## config.mk

```make
export PLATFORM = sky130hd
export DESIGN_NAME = uart16550_wb_master
export DESIGN_NICKNAME = d
export VERILOG_FILES = /design/src/rtl/uart16550_wb_pkg.sv /design/src/rtl/uart16550_wb_master_wb_single_access.sv /design/src/rtl/uart16550_wb_master.sv
export SDC_FILE = /design/constraint.sdc
export NUM_CORES = 1
export LEC_CHECK = 0
export ABC_CLOCK_PERIOD_IN_PS = 3700
export BUFFER_PORTS_ARGS = -buffer_cell sky130_fd_sc_hd__buf_2
export CORE_MARGIN = 8
export CORE_UTILIZATION = 40
export DETAILED_ROUTE_END_ITERATION = 10
export PLACE_DENSITY = 0.55
export SLEW_MARGIN = 20
export SYNTH_ARGS = -nofsm -noshare
export SYNTH_HDL_FRONTEND = slang
export SYNTH_SLANG_ARGS = --single-unit
```

## constraint.sdc

```tcl
create_clock -name wb_clk_i -period 3.7 [get_ports wb_clk_i]
set_input_delay 0.37 -clock wb_clk_i [delete_from_list [all_inputs] [get_ports wb_clk_i]]
set_output_delay 0.37 -clock wb_clk_i [all_outputs]
set_load 0.01 [all_outputs]
```

## src/rtl/uart16550_wb_pkg.sv

```systemverilog
// Shared definitions for the 16550 Wishbone master.
// Holds the 16550 register map, the LSR/LCR bit positions the master needs,
// the controller state enumeration and the table of initialisation writes.
package uart16550_wb_pkg;

  // 16550 register addresses (DLAB selects the aliased meanings of 0 and 1).
  localparam logic [2:0] ADR_THR = 3'd0;
  localparam logic [2:0] ADR_DLL = 3'd0;
  localparam logic [2:0] ADR_IER = 3'd1;
  localparam logic [2:0] ADR_DLM = 3'd1;
  localparam logic [2:0] ADR_FCR = 3'd2;
  localparam logic [2:0] ADR_LCR = 3'd3;
  localparam logic [2:0] ADR_LSR = 3'd5;

  // LSR: transmit holding register empty.
  localparam int unsigned LSR_THRE = 5;
  // LCR: divisor latch access bit.
  localparam int unsigned LCR_DLAB = 7;

  // FCR value written at init: enable FIFOs and clear both.
  localparam logic [7:0] FCR_INIT = 8'h07;

  // Number of writes in the initialisation sequence.
  localparam int unsigned INIT_STEPS = 6;

  typedef enum logic [1:0] {
    ST_INIT  = 2'd0,
    ST_IDLE  = 2'd1,
    ST_POLL  = 2'd2,
    ST_WRITE = 2'd3
  } state_e;

  typedef struct packed {
    logic [2:0] adr;
    logic [7:0] dat;
  } wb_wr_t;

  // Address/data of initialisation write number `step`.
  function automatic wb_wr_t init_access(input logic [2:0]  step,
                                         input logic [15:0] divisor,
                                         input logic [7:0]  lcr);
    wb_wr_t     w;
    logic [7:0] dlab_set;
    logic [7:0] dlab_clr;
    dlab_set = lcr;
    dlab_set[LCR_DLAB] = 1'b1;
    dlab_clr = lcr;
    dlab_clr[LCR_DLAB] = 1'b0;
    case (step)
      3'd0:    begin w.adr = ADR_LCR; w.dat = dlab_set;       end
      3'd1:    begin w.adr = ADR_DLL; w.dat = divisor[7:0];   end
      3'd2:    begin w.adr = ADR_DLM; w.dat = divisor[15:8];  end
      3'd3:    begin w.adr = ADR_LCR; w.dat = dlab_clr;       end
      3'd4:    begin w.adr = ADR_FCR; w.dat = FCR_INIT;       end
      default: begin w.adr = ADR_IER; w.dat = 8'h00;          end
    endcase
    return w;
  endfunction

endpackage

```

## src/rtl/uart16550_wb_master_wb_single_access.sv

```systemverilog
// wb_single_access: one Wishbone classic single access at a time.
// Latches address/data/we when req_i is seen while idle, raises cyc/stb on
// the following edge, and drops them on the edge a termination is sampled.
// Retry re-issues the identical access after one idle cycle; error or a
// TIMEOUT-cycle stall aborts it (TIMEOUT=0 waits forever).
// Ports:
//   clk_i, rst_ni            clock, async active-low reset
//   req_i, adr_i/dat_i/we_i  access request from the controller
//   wb_ack_i/err_i/rty_i     terminations from the slave
//   wb_cyc_o..wb_we_o        Wishbone master outputs
//   busy_o                   access in flight or retry pending
//   ok_o                     access acknowledged this cycle
//   abort_o                  access aborted (error or timeout) this cycle
module wb_single_access #(
  parameter int unsigned TIMEOUT = 255
) (
  input  logic       clk_i,
  input  logic       rst_ni,
  input  logic       req_i,
  input  logic [2:0] adr_i,
  input  logic [7:0] dat_i,
  input  logic       we_i,
  input  logic       wb_ack_i,
  input  logic       wb_err_i,
  input  logic       wb_rty_i,
  output logic       wb_cyc_o,
  output logic       wb_stb_o,
  output logic [2:0] wb_adr_o,
  output logic [7:0] wb_dat_o,
  output logic       wb_we_o,
  output logic       busy_o,
  output logic       ok_o,
  output logic       abort_o
);

  logic        stb_q, stb_d;
  logic        retry_q, retry_d;
  logic [2:0]  adr_q, adr_d;
  logic [7:0]  dat_q, dat_d;
  logic        we_q, we_d;
  logic [31:0] cnt_q, cnt_d;
  logic        timeout_hit;

  assign timeout_hit = (TIMEOUT != 0) && (cnt_q == 32'(TIMEOUT - 1));

  always_comb begin
    stb_d   = stb_q;
    retry_d = retry_q;
    adr_d   = adr_q;
    dat_d   = dat_q;
    we_d    = we_q;
    cnt_d   = cnt_q;
    ok_o    = 1'b0;
    abort_o = 1'b0;
    if (stb_q) begin
      // Priority: err, then ack, then rty, then timeout.
      if (wb_err_i) begin
        abort_o = 1'b1;
        stb_d   = 1'b0;
      end else if (wb_ack_i) begin
        ok_o  = 1'b1;
        stb_d = 1'b0;
      end else if (wb_rty_i) begin
        stb_d   = 1'b0;
        retry_d = 1'b1;
      end else if (timeout_hit) begin
        abort_o = 1'b1;
        stb_d   = 1'b0;
      end else begin
        cnt_d = cnt_q + 32'd1;
      end
    end else if (retry_q) begin
      // Address/data/we are still latched, so the re-issue is identical.
      stb_d   = 1'b1;
      retry_d = 1'b0;
      cnt_d   = '0;
    end else if (req_i) begin
      stb_d = 1'b1;
      adr_d = adr_i;
      dat_d = dat_i;
      we_d  = we_i;
      cnt_d = '0;
    end
  end

  always_ff @(posedge clk_i or negedge rst_ni) begin
    if (!rst_ni) begin
      stb_q   <= 1'b0;
      retry_q <= 1'b0;
      adr_q   <= '0;
      dat_q   <= '0;
      we_q    <= 1'b0;
      cnt_q   <= '0;
    end else begin
      stb_q   <= stb_d;
      retry_q <= retry_d;
      adr_q   <= adr_d;
      dat_q   <= dat_d;
      we_q    <= we_d;
      cnt_q   <= cnt_d;
    end
  end

  assign wb_cyc_o = stb_q;
  assign wb_stb_o = stb_q;
  assign wb_adr_o = adr_q;
  assign wb_dat_o = dat_q;
  assign wb_we_o  = we_q;
  assign busy_o   = stb_q | retry_q;

endmodule

```

## src/rtl/uart16550_wb_master.sv

```systemverilog
// uart16550_wb_master: programs a 16550 over Wishbone after reset, then
// transmits bytes by polling LSR.THRE and writing THR.
// Ports:
//   wb_clk_i, wb_rst_i          clock, async active-low reset
//   tx_data_i/tx_valid_i        byte to send, accepted when tx_ready_o=1
//   tx_ready_o                  idle and initialised
//   wb_adr_o..wb_bte_o          Wishbone classic master outputs
//   wb_dat_i, wb_ack/err/rty_i  Wishbone slave response
//   init_done_o                 init sequence finished
//   err_o                       sticky: some access errored or timed out
module uart16550_wb_master
  import uart16550_wb_pkg::*;
#(
  parameter logic [15:0] DIVISOR = 16'd27,
  parameter logic [7:0]  LCR_VAL = 8'h03,
  parameter int unsigned TIMEOUT = 255
) (
  input  logic       wb_clk_i,
  input  logic       wb_rst_i,
  input  logic [7:0] tx_data_i,
  input  logic       tx_valid_i,
  output logic       tx_ready_o,
  output logic [2:0] wb_adr_o,
  output logic [7:0] wb_dat_o,
  output logic       wb_we_o,
  output logic       wb_cyc_o,
  output logic       wb_stb_o,
  output logic [2:0] wb_cti_o,
  output logic [1:0] wb_bte_o,
  input  logic [7:0] wb_dat_i,
  input  logic       wb_ack_i,
  input  logic       wb_err_i,
  input  logic       wb_rty_i,
  output logic       init_done_o,
  output logic       err_o
);

  state_e     state_q, state_d;
  logic [2:0] step_q, step_d;
  logic       init_done_q, init_done_d;
  logic       err_q, err_d;
  logic [7:0] byte_q, byte_d;
  logic       go_q;

  logic       req;
  logic [2:0] req_adr;
  logic [7:0] req_dat;
  logic       req_we;
  logic       acc_busy, acc_ok, acc_abort;
  logic       lsr_thre;
  logic       unused_dat;
  wb_wr_t     init_wr;

  assign init_wr    = init_access(step_q, DIVISOR, LCR_VAL);
  assign lsr_thre   = wb_dat_i[LSR_THRE];
  assign unused_dat = ^{wb_dat_i[7:6], wb_dat_i[4:0]};
  assign tx_ready_o = (state_q == ST_IDLE) && init_done_q;

  always_comb begin
    state_d     = state_q;
    step_d      = step_q;
    init_done_d = init_done_q;
    err_d       = err_q | acc_abort;
    byte_d      = byte_q;
    req         = 1'b0;
    req_adr     = '0;
    req_dat     = '0;
    req_we      = 1'b0;
    case (state_q)
      ST_INIT: begin
        // go_q holds off the first request one cycle after reset release.
        req     = go_q && !acc_busy;
        req_adr = init_wr.adr;
        req_dat = init_wr.dat;
        req_we  = 1'b1;
        if (acc_ok || acc_abort) begin
          if (step_q == 3'(INIT_STEPS - 1)) begin
            state_d     = ST_IDLE;
            init_done_d = 1'b1;
          end else begin
            step_d = step_q + 3'd1;
          end
        end
      end
      ST_IDLE: begin
        if (tx_valid_i && tx_ready_o) begin
          byte_d  = tx_data_i;
          state_d = ST_POLL;
        end
      end
      ST_POLL: begin
        // A not-ready LSR just stays here and re-requests once idle.
        req     = !acc_busy;
        req_adr = ADR_LSR;
        if (acc_abort) begin
          state_d = ST_IDLE;
        end else if (acc_ok && lsr_thre) begin
          state_d = ST_WRITE;
        end
      end
      ST_WRITE: begin
        req     = !acc_busy;
        req_adr = ADR_THR;
        req_dat = byte_q;
        req_we  = 1'b1;
        if (acc_ok || acc_abort) begin
          state_d = ST_IDLE;
        end
      end
      default: state_d = ST_INIT;
    endcase
  end

  always_ff @(posedge wb_clk_i or negedge wb_rst_i) begin
    if (!wb_rst_i) begin
      state_q     <= ST_INIT;
      step_q      <= '0;
      init_done_q <= 1'b0;
      err_q       <= 1'b0;
      byte_q      <= '0;
      go_q        <= 1'b0;
    end else begin
      state_q     <= state_d;
      step_q      <= step_d;
      init_done_q <= init_done_d;
      err_q       <= err_d;
      byte_q      <= byte_d;
      go_q        <= 1'b1;
    end
  end

  wb_single_access #(
    .TIMEOUT(TIMEOUT)
  ) u_access (
    .clk_i    (wb_clk_i),
    .rst_ni   (wb_rst_i),
    .req_i    (req),
    .adr_i    (req_adr),
    .dat_i    (req_dat),
    .we_i     (req_we),
    .wb_ack_i (wb_ack_i),
    .wb_err_i (wb_err_i),
    .wb_rty_i (wb_rty_i),
    .wb_cyc_o (wb_cyc_o),
    .wb_stb_o (wb_stb_o),
    .wb_adr_o (wb_adr_o),
    .wb_dat_o (wb_dat_o),
    .wb_we_o  (wb_we_o),
    .busy_o   (acc_busy),
    .ok_o     (acc_ok),
    .abort_o  (acc_abort)
  );

  assign wb_cti_o    = 3'b000;
  assign wb_bte_o    = 2'b00;
  assign init_done_o = init_done_q;
  assign err_o       = err_q;

endmodule

```

==> impl_metrics.yaml <==
detailed_routing:
  route.met2.wl_um: 3170
  wl_met3_um: 310
  vias_per_cell: 5.30
  drt_pass1_iterations: 4
  drtIter0Drc: 102
  num_vias: 2519
  wl_per_cell_um: 14.8
  drt-met1-wl_um: 3420
  drc_errors: 0
  wl_um: 7040
  maxUsedRoutingLayer: "met4"
  ant_nets: 0
grt:
  grt_usage_pct: 13.4
  grt_pass1_wl_um: 12200
  grt_pass1_vias: 2530
  grt_max_degree: 39
  antenna_found_initial: 0
  grt_overflow: 0
logic_synthesis:
  ys_warn_count: 0
  synth-edff-count: 0
  synth_top_area_share_pct: 48.0
  synthTopCellsByArea: "dfrtp_1, ha_1, nand2_1, nor2_1, mux2_2"
  synthArstFlopShare_pct: 100
  yosysSeqAreaShare_pct: 48.0
  ys_seq_elements: 62
  avgSynthCellArea_sq_um: 9.70
  synth_top_area_cell: "dfrtp_1"
  ys_types: 45
  synth_flop_cell: "dfrtp_1"
  netlist_area_sq_mm: 0.00323
  syn_inst: 333
timing:
  fmax_mhz: 371
  clock-skew-final_ps: 15.0
  maxSlewHeadroom_pct: 44.5
  finalWorstSetupSlack_ps: 1000
  period_share_pct: 72.9
  fin_crit_ps: 2700
  setup_tns_ps: 0
  finalHoldViolations: 0
  rsz0062_at_grt: "no"
  holdWs_ps: 122
  setup_viol: 0
  worst_pin_slew_ps: 832
  drv_slew: 0
critical_path:
  end_kind: "register"
  worst_setup_path_start_kind: "register"
  crit_fanout: 5
  r2r_end: "state_q[0]"
  r2r-start: "u_access.cnt_q[0]"
  critPathRequiredTime_ps: 3970
  critPathArrivalTime_ps: 2970
  ff2ff_setup_slack_ps: 1000
  crit_type: "register to register"
  rr_worst_depth: 8
clocking:
  postCtsHoldBufs: 0
  cts_tree: "built"
  clkSlewWorstSetupHoldPaths_ps: 80
  cts.htree.levels: 3
  clockBufferDepth: 2
  root_buffer: "clkbuf_8"
  cts_setup_buffers: 0
  clk_latency_ps: 340
  cts_sinks: 62
  cts_resized: 0
  numCtsBuffers: 9
floorplanning:
  chipHeight_um: 106
  core_sq_mm: 0.00777
  num_rows: 32
  die_area_sq_mm: 0.0112
  start_util_pct: 41.6
  die-width_um: 106
  num_io_pins: 44
layout:
  area_delta_synth_final_pct: 14.1
  diodes: 0
  drive_gt1_share_pct: 17.4
  final_cell_area_sq_mm: 0.00369
  fin_nets: 401
  nFillCells: 772
power:
  power.density_mw_per_mm2: 623
  ir_drop_mv: 0.346
  report.power.total_mw: 2.30
  power.static_leakage_nw: 1.72
placed_design:
  gp_congestion: 0.751
  port_buffers: 31
  placed_cell_area_sq_mm: 0.00347
  dp_hpwl_um: 5050
  pre_cts_ws_ps: 1010
min_path:
  hp-class: "primary input to asynchronous set/reset pin"
flow_run:
  drv_cap: 0
run_status:
  status: "complete, no violations"
==> sequential cells by signal, indices dropped and copies added (netlist names), 2 cells and up <==
register / cells
state_q: 2
step_q: 3
u_access.wb_adr_o: 3
u_access.wb_dat_o: 8
byte_q: 8
u_access.cnt_q: 32
==> per-layer routing <==
metal / GRT usage [%] / vias up
li1: - / 1244
met1: 16.3 / 1219
met2: 21.8 / 48
met3: 3.65 / 8
met4: 6.03 / 0
met5: 0 / -
==> critical path, cell delays in order, from the launching register on <==
cell and delay, ps:
dfrtp_1 420, inv_1 70, ha_1 170, nor4b_1 340
nand4_1 210, or2_2 360, or4_1 530, a31oi_1 320
mux2i_1 210
==> layout make-up <==
type,count,area [sq um],area share [%]
repair buffers,35,185,5.02
inverters,10,37.5,1.02
flip-flops and latches,62,1550,42.1
clock buffers,10,128,3.46
well taps,102,128,3.46
clock inverters,6,86.3,2.34
multi-input cells,250,1570,42.6
==> cell usage after synthesis, drive strengths merged, types with 2 or more instances <==
cell type,instances
nand2b,2
nand2,36
or3,8
and4,4
nand4b,2
a21o,2
mux2i,3
mux2,9
a22o,4
ha,11
a21oi,20
o31ai,6
xor2,11
o21ai,18
dfrtp,62
or2,2
nor3,7
xnor2,11
nor4,7
buf,7
nor2,30
nand3,16
clkbuf,8
nand4,8
or4,3
inv,10
conb,2
and2,2
and3,9
==> cells in the final DEF, fill, tap and decap left out, types with 9 or more instances in the layout <==
cell       n
dfrtp_1   62
nand2_1   36
buf_2     31
nor2_1    30
a21oi_1   20
o21ai_0   17
nand3_1   16
xnor2_1   11
xor2_1    11
ha_1      11
inv_1     10
and3_1     9
mux2_2     9
clkbuf_8   9
==> kinds of logic (layout without fill, tap and decap cells) <==
group / count (synthesis) / after routing / synth area share [%]
AO/OA/AOI/OAI: 59 / 59 / 11.1
other: 2 / 6 / 0.232
flip-flops: 62 / 62 / 48.0
buffers and inverters: 25 / 61 / 3.83
adder cells (fa/ha/maj): 11 / 11 / 4.26
XOR/XNOR: 22 / 22 / 5.96
AND/OR/NAND/NOR: 140 / 140 / 22.5
multiplexers: 12 / 12 / 4.07
==> power breakdown <==
part / switching (mW) / internal, mW
Sequential: 0.0937 / 0.808
Clock: 0.267 / 0.378
Combinational: 0.455 / 0.294
==> how the worst max path moves through the flow <==
stage                            startpoint                  to  cells past startpoint
after floorplan                    wb_err_i  u_access.cnt_q[24]                      7
after global placement    u_access.cnt_q[0]          state_q[0]                      8
after detailed placement  u_access.cnt_q[0]          state_q[0]                      8
after CTS                 u_access.cnt_q[0]          state_q[0]                      8
after global routing             state_q[0]  u_access.cnt_q[19]                      8
final                     u_access.cnt_q[0]          state_q[0]                      8
==> through the flow <==
step | std cells | utilization, %
global placement | 459 | 44.7
CTS | 475 | 47.5
floorplan | 337 | -
detailed placement | 459 | 44.7
global route | 475 | 47.5
finish | 475 | 47.5
No activity file was read; power rests on OpenSTA's default activity.
